<file path="src/rtl/picobello_pkg.sv">
// Shared definitions for the HWPE control-port responder: sizes, register
// offsets, STATUS layout and the job-context record.
package picobello_pkg;

    localparam int unsigned NrCores     = 9;
    localparam int unsigned NumJobRegs  = 8;
    localparam int unsigned AddrWidth   = 32;
    localparam int unsigned JobIdWidth  = 8;
    localparam int unsigned CoreIdWidth = $clog2(NrCores);
    localparam int unsigned JobIdxWidth = $clog2(NumJobRegs);

    // Byte offsets; only address bits [7:2] are decoded.
    localparam logic [7:0] OFF_ACQUIRE    = 8'h00;
    localparam logic [7:0] OFF_TRIGGER    = 8'h04;
    localparam logic [7:0] OFF_STATUS     = 8'h08;
    localparam logic [7:0] OFF_SOFT_CLEAR = 8'h0C;
    localparam logic [7:0] OFF_PERF_CNT   = 8'h10;
    localparam logic [7:0] OFF_JOB_BASE   = 8'h40;
    localparam logic [7:0] OFF_JOB_END    = OFF_JOB_BASE + 8'(4 * NumJobRegs);

    localparam int unsigned STATUS_RUNNING_BIT = 0;
    localparam int unsigned STATUS_PENDING_BIT = 1;
    localparam int unsigned STATUS_OWNED_BIT   = 2;
    localparam int unsigned STATUS_JOB_ID_LSB  = 8;

    localparam logic [31:0] ACQUIRE_FAIL = 32'hFFFF_FFFF;

    typedef enum logic {
        CTX_IDLE,
        CTX_RUN
    } ctx_state_e;

    typedef struct packed {
        logic [NumJobRegs*32-1:0] regs;
        logic [CoreIdWidth-1:0]   owner;
        logic [JobIdWidth-1:0]    job_id;
    } hwpe_ctx_t;

    function automatic logic [31:0] strb_merge(input logic [31:0] old_val,
                                               input logic [31:0] new_val,
                                               input logic [3:0]  strb);
        logic [31:0] res;
        res = old_val;
        for (int b = 0; b < 4; b++) begin
            if (strb[b]) begin
                res[b*8 +: 8] = new_val[b*8 +: 8];
            end
        end
        return res;
    endfunction

endpackage

</file>
<file path="src/rtl/hwpe_ctrl_responder_if.sv">
// TCDM-style 32-bit control channel between the bridge (master) and the
// HWPE control responder (slave).
interface hwpe_ctrl_responder_if;
    import picobello_pkg::*;

    logic                   q_valid;
    logic                   q_ready;
    logic [AddrWidth-1:0]   q_addr;
    logic                   q_write;
    logic [31:0]            q_data;
    logic [3:0]             q_strb;
    logic [CoreIdWidth-1:0] q_core;
    logic                   p_valid;
    logic [31:0]            p_data;

    modport master (
        output q_valid, q_addr, q_write, q_data, q_strb, q_core,
        input  q_ready, p_valid, p_data
    );

    modport slave (
        input  q_valid, q_addr, q_write, q_data, q_strb, q_core,
        output q_ready, p_valid, p_data
    );

endinterface

</file>
<file path="src/rtl/hwpe_ctrl_ctx_regs.sv">
// Job register storage: software-visible staging context with byte-masked
// writes, and the running context filled by a bulk copy at job start.
module hwpe_ctrl_ctx_regs
    import picobello_pkg::*;
(
    input  logic                   clk_i,
    input  logic                   rst_ni,
    input  logic                   clear_i,
    input  logic                   wr_en_i,
    input  logic [JobIdxWidth-1:0] wr_idx_i,
    input  logic [31:0]            wr_data_i,
    input  logic [3:0]             wr_strb_i,
    input  logic [JobIdxWidth-1:0] rd_idx_i,
    output logic [31:0]            rd_data_o,
    input  logic                   copy_i,
    input  logic [CoreIdWidth-1:0] copy_owner_i,
    input  logic [JobIdWidth-1:0]  copy_job_id_i,
    output hwpe_ctx_t              run_ctx_o
);

    logic [31:0]              stage_regs_reg [NumJobRegs];
    logic [31:0]              run_regs_reg   [NumJobRegs];
    logic [NumJobRegs*32-1:0] run_regs_flat;
    logic [CoreIdWidth-1:0]   run_owner_reg;
    logic [JobIdWidth-1:0]    run_job_id_reg;

    genvar gi;
    generate
        for (gi = 0; gi < NumJobRegs; gi++) begin : g_job_reg
            // Clear beats both a staging write and a copy in the same cycle.
            always_ff @(posedge clk_i or negedge rst_ni) begin
                if (!rst_ni) begin
                    stage_regs_reg[gi] <= '0;
                    run_regs_reg[gi]   <= '0;
                end else if (clear_i) begin
                    stage_regs_reg[gi] <= '0;
                    run_regs_reg[gi]   <= '0;
                end else begin
                    if (wr_en_i && (wr_idx_i == JobIdxWidth'(gi))) begin
                        stage_regs_reg[gi] <= strb_merge(stage_regs_reg[gi], wr_data_i, wr_strb_i);
                    end
                    if (copy_i) begin
                        run_regs_reg[gi] <= stage_regs_reg[gi];
                    end
                end
            end

            assign run_regs_flat[gi*32 +: 32] = run_regs_reg[gi];
        end
    endgenerate

    always_ff @(posedge clk_i or negedge rst_ni) begin
        if (!rst_ni) begin
            run_owner_reg  <= '0;
            run_job_id_reg <= '0;
        end else if (clear_i) begin
            run_owner_reg  <= '0;
            run_job_id_reg <= '0;
        end else if (copy_i) begin
            run_owner_reg  <= copy_owner_i;
            run_job_id_reg <= copy_job_id_i;
        end
    end

    assign rd_data_o = stage_regs_reg[rd_idx_i];
    assign run_ctx_o = '{regs: run_regs_flat, owner: run_owner_reg, job_id: run_job_id_reg};

endmodule

</file>
<file path="src/rtl/hwpe_ctrl_responder.sv">
// HWPE control-port responder: acquire/program/trigger job protocol over a
// double-buffered context. Define HWPE_CTRL_RESP_PERF_EN for the RUN-cycle counter at 0x10.
module hwpe_ctrl_responder
    import picobello_pkg::*;
(
    input  logic                     clk_i,
    input  logic                     rst_ni,
    hwpe_ctrl_responder_if.slave     ctrl,
    output logic [NumJobRegs*32-1:0] job_regs_o,
    output logic                     start_o,
    output logic                     clear_o,
    input  logic                     busy_i,
    input  logic                     done_i,
    output logic [NrCores-1:0]       evt_o
);

    ctx_state_e             state_reg;
    logic                   stage_owned_reg;
    logic                   stage_pending_reg;
    logic [CoreIdWidth-1:0] stage_owner_reg;
    logic [JobIdWidth-1:0]  stage_job_id_reg;
    logic [JobIdWidth-1:0]  job_id_reg;
    logic                   start_reg;
    logic                   clear_reg;
    logic [NrCores-1:0]     evt_reg;
    logic                   p_valid_reg;
    logic [31:0]            p_data_reg;

    logic [7:0]             addr_off;
    logic                   is_read;
    logic                   is_write;
    logic                   stage_free;
    logic                   owner_match;
    logic                   job_sel;
    logic [JobIdxWidth-1:0] job_idx;
    logic                   acquire_grant;
    logic                   trigger_ok;
    logic                   soft_clear;
    logic                   job_wr_ok;
    logic                   ctx_copy;
    logic [31:0]            stage_rd_data;
    logic [31:0]            status_word;
    logic [31:0]            rd_data;
    logic [NrCores-1:0]     evt_onehot;
    hwpe_ctx_t              run_ctx;
    logic                   unused_bits;

    assign addr_off    = {ctrl.q_addr[7:2], 2'b00};
    assign is_read     = ctrl.q_valid && !ctrl.q_write;
    assign is_write    = ctrl.q_valid && ctrl.q_write;
    assign stage_free  = !stage_owned_reg && !stage_pending_reg;
    assign owner_match = stage_owned_reg && (ctrl.q_core == stage_owner_reg);
    assign job_sel     = (addr_off >= OFF_JOB_BASE) && (addr_off < OFF_JOB_END);
    assign job_idx     = JobIdxWidth'(addr_off[7:2] - OFF_JOB_BASE[7:2]);

    assign acquire_grant = is_read && (addr_off == OFF_ACQUIRE) && stage_free;
    assign trigger_ok    = is_write && (addr_off == OFF_TRIGGER) && owner_match;
    assign soft_clear    = is_write && (addr_off == OFF_SOFT_CLEAR);
    assign job_wr_ok     = is_write && job_sel && owner_match;
    assign ctx_copy      = (state_reg == CTX_IDLE) && stage_pending_reg && !soft_clear;

    // An owner ID outside the core range shifts out and raises no event.
    assign evt_onehot = NrCores'(1) << run_ctx.owner;

    assign unused_bits = ^{ctrl.q_addr[AddrWidth-1:8], ctrl.q_addr[1:0], busy_i};

    hwpe_ctrl_ctx_regs u_ctx_regs (
        .clk_i         (clk_i),
        .rst_ni        (rst_ni),
        .clear_i       (soft_clear),
        .wr_en_i       (job_wr_ok),
        .wr_idx_i      (job_idx),
        .wr_data_i     (ctrl.q_data),
        .wr_strb_i     (ctrl.q_strb),
        .rd_idx_i      (job_idx),
        .rd_data_o     (stage_rd_data),
        .copy_i        (ctx_copy),
        .copy_owner_i  (stage_owner_reg),
        .copy_job_id_i (stage_job_id_reg),
        .run_ctx_o     (run_ctx)
    );

`ifdef HWPE_CTRL_RESP_PERF_EN
    logic [31:0] perf_cnt_reg;

    always_ff @(posedge clk_i or negedge rst_ni) begin
        if (!rst_ni) begin
            perf_cnt_reg <= '0;
        end else if (soft_clear || (is_write && (addr_off == OFF_PERF_CNT))) begin
            perf_cnt_reg <= '0;
        end else if ((state_reg == CTX_RUN) && (perf_cnt_reg != 32'hFFFF_FFFF)) begin
            perf_cnt_reg <= perf_cnt_reg + 32'd1;
        end
    end
`endif

    always_comb begin
        status_word = '0;
        status_word[STATUS_RUNNING_BIT] = (state_reg == CTX_RUN);
        status_word[STATUS_PENDING_BIT] = stage_pending_reg;
        status_word[STATUS_OWNED_BIT]   = stage_owned_reg;
        status_word[STATUS_JOB_ID_LSB +: JobIdWidth] = run_ctx.job_id;
    end

    // Read data reflects state before this cycle's updates take effect.
    always_comb begin
        rd_data = '0;
        if (is_read) begin
            if (job_sel) begin
                rd_data = stage_rd_data;
            end else begin
                case (addr_off)
                    OFF_ACQUIRE: rd_data = stage_free ? 32'(job_id_reg) : ACQUIRE_FAIL;
                    OFF_STATUS:  rd_data = status_word;
`ifdef HWPE_CTRL_RESP_PERF_EN
                    OFF_PERF_CNT: rd_data = perf_cnt_reg;
`endif
                    default:     rd_data = '0;
                endcase
            end
        end
    end

    always_ff @(posedge clk_i or negedge rst_ni) begin
        if (!rst_ni) begin
            state_reg         <= CTX_IDLE;
            stage_owned_reg   <= 1'b0;
            stage_pending_reg <= 1'b0;
            stage_owner_reg   <= '0;
            stage_job_id_reg  <= '0;
            job_id_reg        <= '0;
            start_reg         <= 1'b0;
            clear_reg         <= 1'b0;
            evt_reg           <= '0;
            p_valid_reg       <= 1'b0;
            p_data_reg        <= '0;
        end else begin
            start_reg   <= 1'b0;
            clear_reg   <= 1'b0;
            evt_reg     <= '0;
            p_valid_reg <= ctrl.q_valid;
            p_data_reg  <= rd_data;

            case (state_reg)
                CTX_IDLE: begin
                    if (stage_pending_reg) begin
                        start_reg         <= 1'b1;
                        stage_pending_reg <= 1'b0;
                        state_reg         <= CTX_RUN;
                    end
                end
                CTX_RUN: begin
                    if (done_i) begin
                        evt_reg   <= evt_onehot;
                        state_reg <= CTX_IDLE;
                    end
                end
                default: state_reg <= CTX_IDLE;
            endcase

            // Requests never collide with the start copy: a pending staging
            // context is neither owned nor acquirable.
            if (acquire_grant) begin
                stage_owned_reg  <= 1'b1;
                stage_owner_reg  <= ctrl.q_core;
                stage_job_id_reg <= job_id_reg;
                job_id_reg       <= job_id_reg + 1'b1;
            end
            if (trigger_ok) begin
                stage_owned_reg   <= 1'b0;
                stage_pending_reg <= 1'b1;
            end

            if (soft_clear) begin
                state_reg         <= CTX_IDLE;
                stage_owned_reg   <= 1'b0;
                stage_pending_reg <= 1'b0;
                stage_owner_reg   <= '0;
                stage_job_id_reg  <= '0;
                start_reg         <= 1'b0;
                evt_reg           <= '0;
                clear_reg         <= 1'b1;
            end
        end
    end

    assign ctrl.q_ready = 1'b1;
    assign ctrl.p_valid = p_valid_reg;
    assign ctrl.p_data  = p_data_reg;
    assign job_regs_o   = run_ctx.regs;
    assign start_o      = start_reg;
    assign clear_o      = clear_reg;
    assign evt_o        = evt_reg;

endmodule

</file>
<file path="src/flat_wrapper.sv">
// flat-port wrapper written by rule: the top's interface ports become plain ports
module hwpe_ctrl_responder_flat import picobello_pkg::*;
  (clk_i, rst_ni, job_regs_o, start_o, clear_o, busy_i, done_i, evt_o, ctrl_q_valid, ctrl_q_addr, ctrl_q_write, ctrl_q_data, ctrl_q_strb, ctrl_q_core, ctrl_q_ready, ctrl_p_valid, ctrl_p_data);
  hwpe_ctrl_responder_if ctrl_i ();
  input  logic clk_i;
  input  logic rst_ni;
  output logic [NumJobRegs*32-1:0] job_regs_o;
  output logic start_o;
  output logic clear_o;
  input  logic busy_i;
  input  logic done_i;
  output logic [NrCores-1:0] evt_o;
  input wire logic [$bits(ctrl_i.q_valid)-1:0] ctrl_q_valid;
  input wire logic [$bits(ctrl_i.q_addr)-1:0] ctrl_q_addr;
  input wire logic [$bits(ctrl_i.q_write)-1:0] ctrl_q_write;
  input wire logic [$bits(ctrl_i.q_data)-1:0] ctrl_q_data;
  input wire logic [$bits(ctrl_i.q_strb)-1:0] ctrl_q_strb;
  input wire logic [$bits(ctrl_i.q_core)-1:0] ctrl_q_core;
  output wire logic [$bits(ctrl_i.q_ready)-1:0] ctrl_q_ready;
  output wire logic [$bits(ctrl_i.p_valid)-1:0] ctrl_p_valid;
  output wire logic [$bits(ctrl_i.p_data)-1:0] ctrl_p_data;
  assign ctrl_i.q_valid = ctrl_q_valid;
  assign ctrl_i.q_addr = ctrl_q_addr;
  assign ctrl_i.q_write = ctrl_q_write;
  assign ctrl_i.q_data = ctrl_q_data;
  assign ctrl_i.q_strb = ctrl_q_strb;
  assign ctrl_i.q_core = ctrl_q_core;
  assign ctrl_q_ready = ctrl_i.q_ready;
  assign ctrl_p_valid = ctrl_i.p_valid;
  assign ctrl_p_data = ctrl_i.p_data;
  hwpe_ctrl_responder u_core (.clk_i(clk_i), .rst_ni(rst_ni), .ctrl(ctrl_i), .job_regs_o(job_regs_o), .start_o(start_o), .clear_o(clear_o), .busy_i(busy_i), .done_i(done_i), .evt_o(evt_o));
endmodule
</file>
<file path="config.mk">
export PLATFORM = sky130hd
export DESIGN_NAME = hwpe_ctrl_responder_flat
export DESIGN_NICKNAME = d
export VERILOG_FILES = /design/src/rtl/picobello_pkg.sv /design/src/rtl/hwpe_ctrl_responder_if.sv /design/src/rtl/hwpe_ctrl_ctx_regs.sv /design/src/rtl/hwpe_ctrl_responder.sv /design/src/flat_wrapper.sv
export SDC_FILE = /design/constraint.sdc
export NUM_CORES = 1
export LEC_CHECK = 0
export BUFFER_PORTS_ARGS = -buffer_cell sky130_fd_sc_hd__buf_2
export CORE_MARGIN = 5
export CORE_UTILIZATION = 47
export DETAILED_ROUTE_END_ITERATION = 10
export GPL_TIMING_DRIVEN = 0
export MAX_ROUTING_LAYER = met4
export PLACE_DENSITY = 0.68
export SYNTH_ARGS = -nofsm -noshare
export SYNTH_HDL_FRONTEND = slang
export SYNTH_SLANG_ARGS = --single-unit
</file>
<file path="constraint.sdc">
create_clock -name clk_i -period 2.8 [get_ports clk_i]
set_clock_uncertainty 0.2 [all_clocks]
set_input_delay 0 -clock clk_i [delete_from_list [all_inputs] [get_ports clk_i]]
set_output_delay 0 -clock clk_i [all_outputs]
set_load 0.03 [all_outputs]
</file>
# Word level (Yosys, flattened, before mapping)

Cells that the tools add are included.

Shift-type cells: 1
Divide/modulo/power cells: 0
$mul: 0
Add/subtract/negate cells: 2
$lt $le $gt $ge: 3
Muxes and demuxes: 67
Reductions and logical operators: 75
Eq/ne operators: 12
Bitwise gates (word level): 2

Operators with widths:

| operator              | number |
|---|---|
| $mux W32              | 37 |
| $bmux W32 S3          | 1 |
| $mux W8               | 8 |
| $pmux W32 S2          | 1 |
| $reduce_and A2 Y1     | 32 |
| $reduce_bool A2 Y1    | 14 |
| $mux W9               | 3 |
| $logic_and A1 B1 Y1   | 22 |
| $mux W4               | 4 |
| $eq A3 B3 Y1 const B  | 4 |
| $eq A6 B2 Y1 const B  | 2 |
| $mux W1               | 12 |
| $shl A1 B4 Y9 const A | 1 |
| $add A8 B1 Y8 const B | 1 |
| $ge A8 B7 Y1 const B  | 1 |
| $logic_not A8 Y1      | 1 |
| $lt A8 B7 Y1 const B  | 1 |
| $eq A3 B2 Y1 const B  | 2 |
| $eq A6 B1 Y1 const B  | 1 |
| $eq A4 B4 Y1          | 1 |
| $ge A4 B4 Y1 const B  | 1 |
| $logic_not A1 Y1      | 4 |
| $not A3 Y4            | 1 |
| $eq A3 B1 Y1 const B  | 1 |
| 6 further kinds       | 6 |

Logic and storage cells: 215
Register bits: 591
Memory bits (read-only): 0
Memories kept: 0
Output and inout bits: 301
Bits in latches: 0
Input port bits: 78
Memory bits (writable): 0

# Depth between registers and ports, before layout

Gate-level depths: netlist of run 1.

Depth after elaboration: 7
Mapped depth: 9
Gate-level depth less buffers: 5

# By module

Synthesis of run 1 repeated with hierarchy kept, for this count alone.

Cell total of the unflattened synthesis: 2,146
Area, all modules: 26,859.5 um^2

Modules (own cells, without submodules):

| module              | area each (um^2) | seq. area each (um^2) | instances | cells an instance |
|---|---|---|---|---|
| hwpe_ctrl_ctx_regs  | 24,148.2         | 13,112.6              | 1         | 1,912 |
| hwpe_ctrl_responder | 2,711.4          | 1,676.6               | 1         | 234 |

# Worst setup path before layout of run 1

OpenSTA, ideal clock, no wires.

Kind: register -> register
From: reg u_core.stage_owner_reg[1]
To: reg u_core.u_ctx_regs.stage_regs_reg[240] (netlist name)
Data required time: 2,460 ps
Clock period less this slack: 2,340 ps
Cell stages (with the launch flop): 6
Buffers on the path: 2
Arrival: 2,000 ps
Slack: 460 ps
Setup time: 140 ps
Cell sequence: dfrtp_1 -> a222oi_1 -> clkbuf_1 -> buf_1 -> nand4_1 -> mux2i_1

Word-level cells in the longest chain between the ends: 6

Ends and longest elaborated chain:

| what                          | RTL line                   | RTL |
|---|---|---|
| start, declared               | hwpe_ctrl_responder.sv:20  | `logic [CoreIdWidth-1:0] stage_owner_reg;` |
| start signal, assigned        | hwpe_ctrl_responder.sv:165 | `stage_owner_reg <= ctrl.q_core;` |
| $eq A4 B4 Y1                  | hwpe_ctrl_responder.sv:52  | `assign owner_match = stage_owned_reg && (ctrl.q_core == stage_owner_reg);` |
| $logic_and A1 B1 Y1           | hwpe_ctrl_responder.sv:52  |  |
| $logic_and A1 B1 Y1           | hwpe_ctrl_responder.sv:59  | `assign job_wr_ok = is_write && job_sel && owner_match;` |
| $logic_and A1 B1 Y1           | hwpe_ctrl_ctx_regs.sv:39   | `if (wr_en_i && (wr_idx_i == JobIdxWidth'(gi))) begin` |
| $reduce_bool A2 Y1 (no line)  | n/a                        |  |
| $reduce_and A2 Y1 (no line)   | n/a                        |  |
| end signal, assigned by index | hwpe_ctrl_ctx_regs.sv:40   | `stage_regs_reg[gi] <= strb_merge(stage_regs_reg[gi], wr_data_i, wr_strb_i);` |
| end, declared                 | hwpe_ctrl_ctx_regs.sv:21   | `logic [31:0] stage_regs_reg [NumJobRegs];` |

Every way passes these cells.
A chain may end at the register's enable or synchronous reset.

# Worst setup path after layout of run 1

From: in ctrl_q_addr[2]
To: reg u_core.p_data_reg[10], in the netlist u_core.ctrl.p_data[10]

Word-level cells in the longest chain between the ends: 7
Elaborated cells on any way between the ends: 13
Classes of those cells: 1 x add/sub; 2 x order compare; 1 x eq/ne; 6 x mux; 1 x bitwise; 2 x reduce/logical

Ends and longest elaborated chain:

| what                                         | RTL line                   | RTL |
|---|---|---|
| start, declared                              | flat_wrapper.sv:14         | `input wire logic [$bits(ctrl_i.q_addr)-1:0] ctrl_q_addr;` |
| $sub A3 B1 Y3                                | hwpe_ctrl_responder.sv:54  | `assign job_idx = JobIdxWidth'(addr_off[7:2] - OFF_JOB_BASE[7:2]);` |
| $not A3 Y4 (implied by the code)             | hwpe_ctrl_ctx_regs.sv:65   | `assign rd_data_o = stage_regs_reg[rd_idx_i];` |
| $bmux W32 S3                                 | hwpe_ctrl_ctx_regs.sv:65   |  |
| $mux W32 (implied by the code) (2 in series) | hwpe_ctrl_ctx_regs.sv:65   |  |
| $mux W32 *                                   | hwpe_ctrl_responder.sv:109 | `if (job_sel) begin` |
| $mux W32 *                                   | hwpe_ctrl_responder.sv:108 | `if (is_read) begin` |
| net u_core.rd_data[10]                       | hwpe_ctrl_responder.sv:43  | `logic [31:0] rd_data;` |
| end signal, assigned                         | hwpe_ctrl_responder.sv:142 | `p_data_reg <= rd_data;` |
| end, declared                                | hwpe_ctrl_responder.sv:27  | `logic [31:0] p_data_reg;` |

Mark *: on every way through the listed nets, which the timed path passes. The rest lies on a longest branch. The select of a mux whose other input is x is not followed.

==> results of run 1 <==
## cell families (layout without fill, tap and decap cells)
group           Yosys count  after routing  synth area share (%)
mux                     348            348                  13.5
fa+ha+maj                 1              1                0.0470
flops                   591            591                  55.6
xor+xnor                  8              8                 0.263
compound gates          407            407                  12.5
simple gates            456            456                  7.81
other cells               1              5                0.0141
buf+inv                 411            942                  10.2
## routing by layer
layer / GRT usage, % / vias up / part of all wire [%] / wire length, µm
li1: - / 8707 / - / -
met1: 43.5 / 10600 / 39 / 39300
met2: 48.5 / 1295 / 45 / 44600
met3: 6.61 / 290 / 10 / 10000
met4: 15.6 / 0 / 5.7 / 5660
met5: - / - / 0 / 0
## critical path: stages
cell	delay (ns)
sky130_fd_sc_hd__clkbuf_1	0.26
sky130_fd_sc_hd__clkbuf_1	0.72
sky130_fd_sc_hd__buf_1	0.86
sky130_fd_sc_hd__o211ai_1	0.20
sky130_fd_sc_hd__a221oi_1	0.88
sky130_fd_sc_hd__a21oi_1	0.15
## worst min-delay path by stage
stage | cells after the start | endpoint | slack [ns]
6_report | 5 | u_core.u_ctx_regs.stage_regs_reg[140] | -0.02
5_1_grt | 5 | u_core.u_ctx_regs.stage_regs_reg[15] | 0.01
4_1_cts | 5 | u_core.state_reg | 0.03
3_5_place_dp | 1 | u_core.ctrl.p_data[27] | -0.30
3_3_place_gp | 3 | u_core.stage_owner_reg[0] | 0.05
2_1_floorplan | 0 | u_core.clear_o | -0.50
## cell usage in the layout (no fill, tap or decap), types with 4 or more instances in the layout
cell type,count
sky130_fd_sc_hd__buf_6,24
sky130_fd_sc_hd__clkbuf_1,77
sky130_fd_sc_hd__nor2b_1,5
sky130_fd_sc_hd__nor3_1,15
sky130_fd_sc_hd__o22ai_1,4
sky130_fd_sc_hd__a31oi_1,5
sky130_fd_sc_hd__mux4_2,8
sky130_fd_sc_hd__buf_4,271
sky130_fd_sc_hd__nor2_2,4
sky130_fd_sc_hd__a21oi_1,47
sky130_fd_sc_hd__dfrtp_1,591
sky130_fd_sc_hd__buf_2,375
sky130_fd_sc_hd__nand2b_1,5
sky130_fd_sc_hd__buf_1,7
sky130_fd_sc_hd__xnor2_1,4
sky130_fd_sc_hd__inv_1,5
sky130_fd_sc_hd__clkbuf_2,13
sky130_fd_sc_hd__mux2_2,13
sky130_fd_sc_hd__clkbuf_16,61
sky130_fd_sc_hd__clkinv_2,12
sky130_fd_sc_hd__mux2i_1,327
sky130_fd_sc_hd__o211ai_1,10
sky130_fd_sc_hd__nand3_1,13
sky130_fd_sc_hd__nor2_1,17
sky130_fd_sc_hd__nand4_4,23
sky130_fd_sc_hd__nand2_1,343
sky130_fd_sc_hd__a221oi_1,28
sky130_fd_sc_hd__a22o_1,268
sky130_fd_sc_hd__diode_2,4
sky130_fd_sc_hd__a221o_1,13
sky130_fd_sc_hd__bufinv_16,5
sky130_fd_sc_hd__dlygate4sd3_1,65
sky130_fd_sc_hd__xor2_1,4
sky130_fd_sc_hd__o21ai_0,6
sky130_fd_sc_hd__a22oi_1,22
sky130_fd_sc_hd__buf_16,5
sky130_fd_sc_hd__nand4_1,10
sky130_fd_sc_hd__clkbuf_8,12
## per-stage QoR
| step | instance area, µm² | TNS (ns) |
|---|---|---|
| final | 32400 | -0.0525 |
| after CTS | 32400 | 0 |
| after global placement | 29300 | -6185.83 |
| after detailed placement | 29400 | -124.56 |
| after global routing | 32400 | 0 |
| after floorplan | 26600 | 0 |
## final cells by class
cell class / count / area share, %
clock buffer: 79 / 5.29
buffer: 404 / 8.41
antenna: 4 / 0.0309
multi-input combinational: 1221 / 28.7
timing repair buffer: 430 / 8.15
tap: 756 / 2.92
clock inverter: 23 / 0.803
inverter: 6 / 0.0695
sequential: 591 / 45.6
## power groups by stage
stage / combinational (mW) / clock [mW] / sequential [mW]
finish: 0.895 / 8.17 / 8.58
global placement: 0.726 / 0 / 8.74
global route: 0.947 / 8.58 / 8.58
floorplan: 0.290 / 0 / 8.75
CTS: 0.871 / 8.23 / 8.58
detailed placement: 0.769 / 0 / 8.74
## what timing repair did
action | 4_1_cts | 5_1_grt
endpoints found under the hold margin | 664 | 0
hold buffers | 66 | 0
resized for setup | 34 | 24
setup endpoints to repair | 235 | 214
setup buffers | 7 | 4
pin swaps | 7 | 1
==> out/summary.log, run 1 <==
[run_status] status finished, violations left
[run_status] violations in the final reports negative hold slack, negative setup slack
[die] Die Span Y 248 µm
[logic_synthesis] proportion of synthesized chip area in sequential cells 55.6%
[setup_path] type of the setup path with the least slack in2reg
[setup_path] depth of the most critical reg-to-reg path 5
[global_routing] All-Layer GR Usage 32.7%
[global_routing] number of antenna violations at the first check in global routing 3
[logic_synthesis] synthesized instance count 2,223
[die] boundary pin count 379
[layout] Layout Area Growth over Synthesis 21.9%
[sta] final hold slack -0.0174 ns
[sta] Worst Tran Pin Value 1.19 ns
[die] placeable core area 56,300 µm²
[logic_synthesis] most area-consuming cells after synthesis sky130_fd_sc_hd__dfrtp_1, sky130_fd_sc_hd__mux2i_1, sky130_fd_sc_hd__a22o_1
[clocking] TritonCTS Buffers 60
[clocking] Reg clk slew, reported paths 0.06 ns
[logic_synthesis] number of flops mapped to enable cells by yosys 0
[sta] Final Cycle Share 102%
[route] routed wire length per instance 28.3 µm
[sta] number of pins with negative max-slew slack in the final report 0
[global_routing] global-route wire length before repair 143,000 µm
[pwr] power after layout 17.6 mW
[route] post-detailed-route count of antenna-violating nets 0
[clocking] number of H-tree branching levels 2
[layout] share of the core filled with cells 57.6%
[layout] number of standard cells in the final layout excluding fillers 3,514
[setup_path] end of the worst register-to-register path u_core.u_ctx_regs.stage_regs_reg[3]
[setup_path] kind of start point of the critical path input port
[global_routing] Overflow after GRT 0
[route] total via count in the routed design 20.9k
[clocking] CTS tree yes
[setup_path] Worst Path Arrival 3.09 ns
[placed_design] DP HPWL 69,800 µm
[worst_hold_path] Hold Startpoint ctrl_q_addr[3]
[route] detailed-route wire length 99,600 µm
[logic_synthesis] most frequent cell after synthesis sky130_fd_sc_hd__dfrtp_1
[setup_path] slack of the worst reg-to-reg path 0.03 ns
[route] Remaining DRCs 0
[logic_synthesis] library cells used by synthesis 50
[setup_path] maximum fanout along the worst path 10
[sta] setup violation total in the final timing report 1
[pwr] worst supply voltage drop on vdd 0.417 mV
[die] initial cell density of the core 47.3%
[layout] combined area of the multi-input logic cells 9310 µm²
[logic_synthesis] YS warnings 0
[layout] fill cell total of the finished layout 4,726
[die] standard-cell row count 87
[pwr] Static Leak 18.2 nW
[flow_run] max-cap check violation count 0
[logic_synthesis] share of the synthesized area in the top cell type 55.6%
[pwr] Logic pwr share 5.1%
[logic_synthesis] post-synthesis instance area 26,600 µm²
[layout] layout cell share with drive strength beyond 1 30.5%
[placed_design] dpl cells 3,332
[layout] nets 2,793
[clocking] Sink Count 591
[route] vias per inst 5.93
[sta] final hold viol count 17
[clocking] Skew-Pair Late Insertion Delay 0.63 ns
[pwr] PwrDens 544 nW/µm²
[route] iteration count of the initial detailed-routing pass 6
[logic_synthesis] Yosys top cell by area sky130_fd_sc_hd__dfrtp_1
[logic_synthesis] Commonest cells post-synth sky130_fd_sc_hd__dfrtp_1, sky130_fd_sc_hd__nand2_1, sky130_fd_sc_hd__mux2i_1, sky130_fd_sc_hd__a22o_1, sky130_fd_sc_hd__buf_4
[sta] final worst path period need 2.85 ns
[logic_synthesis] top_reg_cell synth sky130_fd_sc_hd__dfrtp_1
[logic_synthesis] Syn Nets 2,302
[sta] Max Clock Freq 351 MHz
[die] width of the die 248 µm
[pwr] fraction of power consumed by sequential logic 48.6%
[pwr] internal power contribution 13.5 mW
[clocking] CTS Root Buffer Type sky130_fd_sc_hd__clkbuf_16
[pwr] fraction of power consumed by the clock network 46.3%
[setup_path] element type at the critical path end flip-flop
[sta] Worst Slack Setup Final -0.0525 ns
[worst_hold_path] worst hold path type in2reg
[global_routing] number of global-route vias before repair 21.2k
[setup_path] timing startpoint of the critical path ctrl_q_addr[2]
[setup_path] termination of the worst setup path u_core.ctrl.p_data[10]
[sta] setup repair after global routing missed its margin no
[sta] worst slew margin relative to its limit 19.8%
[die] die outline area 61,500 µm²
[placed_design] DP Worst Slack -0.921 ns
[clocking] Max Buffers Root-to-Sink 3
[pwr] net switching power 4.12 mW
[logic_synthesis] post-synthesis area per instance 12.0 µm²
[route] DRC violation total after the first TritonRoute iteration 2,621
[logic_synthesis] synthesized flop and latch total 591
[setup_path] Worst Path Required 3.04 ns
[setup_path] startpoint of the worst register-to-register path u_core.stage_owner_reg[1]
[global_routing] largest net degree at the start of global routing 124
[placed_design] RD Place Congestion 0.982
[placed_design] buffers added on ports 348
[pwr] switching power share of the total 23.4%
[layout] area taken by flip-flops and latches 14,800 µm²
[logic_synthesis] fraction of registers with async set/reset 100%
Note: power is estimated with default switching activity, not from simulation.
==> inputs of run 2 (changes only) <==
Settings changed: PLACE_DENSITY 0.68 to 0.77, SLEW_MARGIN set to 20.
==> run 2 against run 1 <==
The flow finishes with violations (negative setup slack); largest cell class unchanged; critical endpoint unchanged; flip-flop and latch count is the same; wire length down 0.76%; hold slack gained 0.026 ns; combinational power barely moved; design area hardly changed; largest power group unchanged; clock power decreased by 2.8%; register-to-register slack better by 0.07 ns; sequential power about the same; cell count about the same; sequential share of layout area is essentially flat; count of clock-buffer cells in the layout rose by 12; non-clock buffer count is 6 lower.
==> out/summary.log, run 2 (synthesized netlist as in run 1, its figures left out) <==
[setup_path] crit-path cells buf_2 -> clkbuf_1 -> clkbuf_1 -> clkbuf_1 -> o211ai_1 -> a221oi_2 -> a21oi_1
[setup_path] type of the setup path with the least slack in2reg
[placed_design] buffers added on ports 348 [unchanged]
[sta] final worst path period need 2.86 ns [+0.00359 ns]
[layout] layout cell share with drive strength beyond 1 30.3% [-0.17 points]
[flow_run] max-cap check violation count 0 [unchanged]
[setup_path] kind of cell adding the most delay to the critical path buffers and inverters
[layout] Layout Area Growth over Synthesis 21.8% [about the same]
[sta] setup repair after global routing missed its margin no
[global_routing] global-route wire length before repair 142,000 µm [-0.82%]
[global_routing] number of antenna violations at the first check in global routing 4 [+1]
[run_status] status finished, violations left
[layout] most frequent standard cell in the layout excluding fill and tap cells sky130_fd_sc_hd__dfrtp_1
[global_routing] largest net degree at the start of global routing 105 [-15%]
[global_routing] number of global-route vias before repair 21.4k [+0.87%]
[placed_design] DP HPWL 70,300 µm [+0.65%]
[clocking] Max Buffers Root-to-Sink 3 [unchanged]
[die] boundary pin count 379 [unchanged]
[setup_path] Largest stage delay, worst path 0.84 ns [-0.04 ns]
[layout] share of the core filled with cells 57.6% [about the same]
[die] placeable core area 56,300 µm² [unchanged]
[global_routing] Overflow after GRT 0 [unchanged]
[global_routing] All-Layer GR Usage 32.3% [-0.39 points]
[setup_path] Worst Path Required 3.06 ns [+0.02 ns]
[die] Die Span Y 248 µm [unchanged]
[sta] setup violation total in the final timing report 1 [unchanged]
[setup_path] most repeated library cell on the critical path sky130_fd_sc_hd__clkbuf_1
[sta] accumulated negative setup slack -0.0561 ns [-0.00359 ns]
[sta] worst slew margin relative to its limit 19.2% [-0.55 points]
[clocking] Skew-Pair Late Insertion Delay 0.62 ns [about the same]
[run_status] violations in the final reports negative setup slack
[die] standard-cell row count 87 [unchanged]
[clocking] TritonCTS Buffers 58 [-3.3%]
[clocking] CTS Root Buffer Type sky130_fd_sc_hd__clkbuf_16
[route] DRC violation total after the first TritonRoute iteration 2,534 [-3.3%]
[route] total via count in the routed design 21.2k [+1.7%]
[sta] Final Cycle Share 102% [+0.13 points]
[pwr] Static Leak 18.2 nW [-0.12%]
[layout] area taken by flip-flops and latches 14,800 µm² [unchanged]
[sta] final hold viol count 0 [-17]
[route] iteration count of the initial detailed-routing pass 6 [unchanged]
[die] initial cell density of the core 47.3% [unchanged]
[sta] number of pins with negative max-slew slack in the final report 0 [unchanged]
[layout] nets 2,785 [-0.29%]
[layout] top library cells by usage in the layout, fill and taps aside sky130_fd_sc_hd__dfrtp_1, sky130_fd_sc_hd__buf_2, sky130_fd_sc_hd__nand2_1
[setup_path] number of buffers and inverters on the critical path 4 [+1]
[layout] combined area of the multi-input logic cells 9330 µm² [+0.23%]
[pwr] PwrDens 537 nW/µm² [-1.3%]
[clocking] number of H-tree branching levels 2 [unchanged]
[setup_path] Worst Path Arrival 3.12 ns [+0.03 ns]
[die] width of the die 248 µm [unchanged]
[layout] fill cell total of the finished layout 4,653 [-1.5%]
[setup_path] maximum fanout along the worst path 10 [unchanged]
[pwr] power after layout 17.4 mW [-1.3%]
[route] detailed-route wire length 98,900 µm [-0.76%]
[setup_path] slack of the worst reg-to-reg path 0.10 ns [+0.07 ns]
[sta] Max Clock Freq 350 MHz [-0.13%]
[clocking] CTS tree yes
[setup_path] element type at the critical path end flip-flop
[route] Remaining DRCs 0 [unchanged]
[sta] Worst Slack Setup Final -0.0561 ns [-0.00359 ns]
[setup_path] kind of start point of the critical path input port
[die] die outline area 61,500 µm² [unchanged]
[worst_hold_path] worst hold path type in2reg
[route] routed wire length per instance 28.1 µm [-0.71%]
[sta] Worst Tran Pin Value 1.21 ns [+0.0175 ns]
[route] post-detailed-route count of antenna-violating nets 0 [unchanged]
[route] vias per inst 6.04 [+1.8%]
[clocking] Reg clk slew, reported paths 0.07 ns [about the same]
[placed_design] RD Place Congestion 0.986 [+0.33%]
[clocking] Sink Count 591 [unchanged]
[setup_path] library cell contributing the largest single delay on the critical path sky130_fd_sc_hd__clkbuf_1
[pwr] worst supply voltage drop on vdd 0.504 mV [+21%]
## run 2: worst register-to-register path: cells and delay by family, from the launching register on
kind	cells	cell delay, ns
AOI/OAI and AO/OA	1	0.69
buffers and inverters	2	0.67
DFF	1	0.42
and+or+nand+nor	1	0.35
muxes	1	0.29
## run 2: power by group
group	leakage, nW	internal (mW)	switching (mW)
clock	0.941	4.56	3.38
sequential	8.25	8.56	0.0219
combinational	8.97	0.239	0.654
total	18.2	13.4	4.06
## run 2: timing repair
action	4_1_cts	5_1_grt
buffers inserted	6	3
resized for setup	36	14
hold buffers	62	0
endpoints found under the setup margin	236	69
pin swaps	5	1
hold endpoints to repair	682	0
## run 2: cell type report
| type | count | share of cell area, % |
|---|---|---|
| well taps | 756 | 2.92 |
| inverters | 6 | 0.0695 |
| multi-input cells | 1221 | 28.8 |
| clock buffers | 91 | 5.42 |
| clock inverters | 13 | 0.475 |
| diodes | 6 | 0.0463 |
| repair buffers | 426 | 8.22 |
| plain buffers | 402 | 8.42 |
| flip-flops and latches | 591 | 45.6 |
## run 2: final timing paths
path,depth (start not counted),start,endpoint
worst min register to register,1,u_core.job_id_reg[7],u_core.job_id_reg[7]
max in group asynchronous,6,rst_ni,u_core.u_ctx_regs.run_ctx_o[82]
min in group asynchronous,4,rst_ni,u_core.u_ctx_regs.run_ctx_o[43]
worst max register to register,5,u_core.stage_owner_reg[1],u_core.u_ctx_regs.stage_regs_reg[98]
worst max-delay path,7,ctrl_q_addr[4],u_core.ctrl.p_data[10]
worst min-delay path,5,ctrl_q_write,u_core.u_ctx_regs.stage_regs_reg[80]
## run 2: routing by layer
| metal | vias to the layer above | part of all wire (%) | track usage, % |
|---|---|---|---|
| met5 | - | 0 | - |
| met4 | 0 | 4.7 | 13.9 |
| met3 | 272 | 11 | 8.06 |
| met2 | 1410 | 45 | 48.1 |
| met1 | 10900 | 39 | 42.5 |
| li1 | 8671 | - | - |
## run 2: stage by stage
step	area, µm²	setup WS [ns]	hold WS (ns)	cells
final	32400	-0.0561	0.00881	3512
after global routing	32400	0.0147	0.0417	3510
after CTS	32300	0.0378	0.00514	3506
after detailed placement	29500	-0.772	-0.325	3334
after global placement	29300	-10.19	0.0524	3327
after floorplan	26600	0.460	-0.496	2223
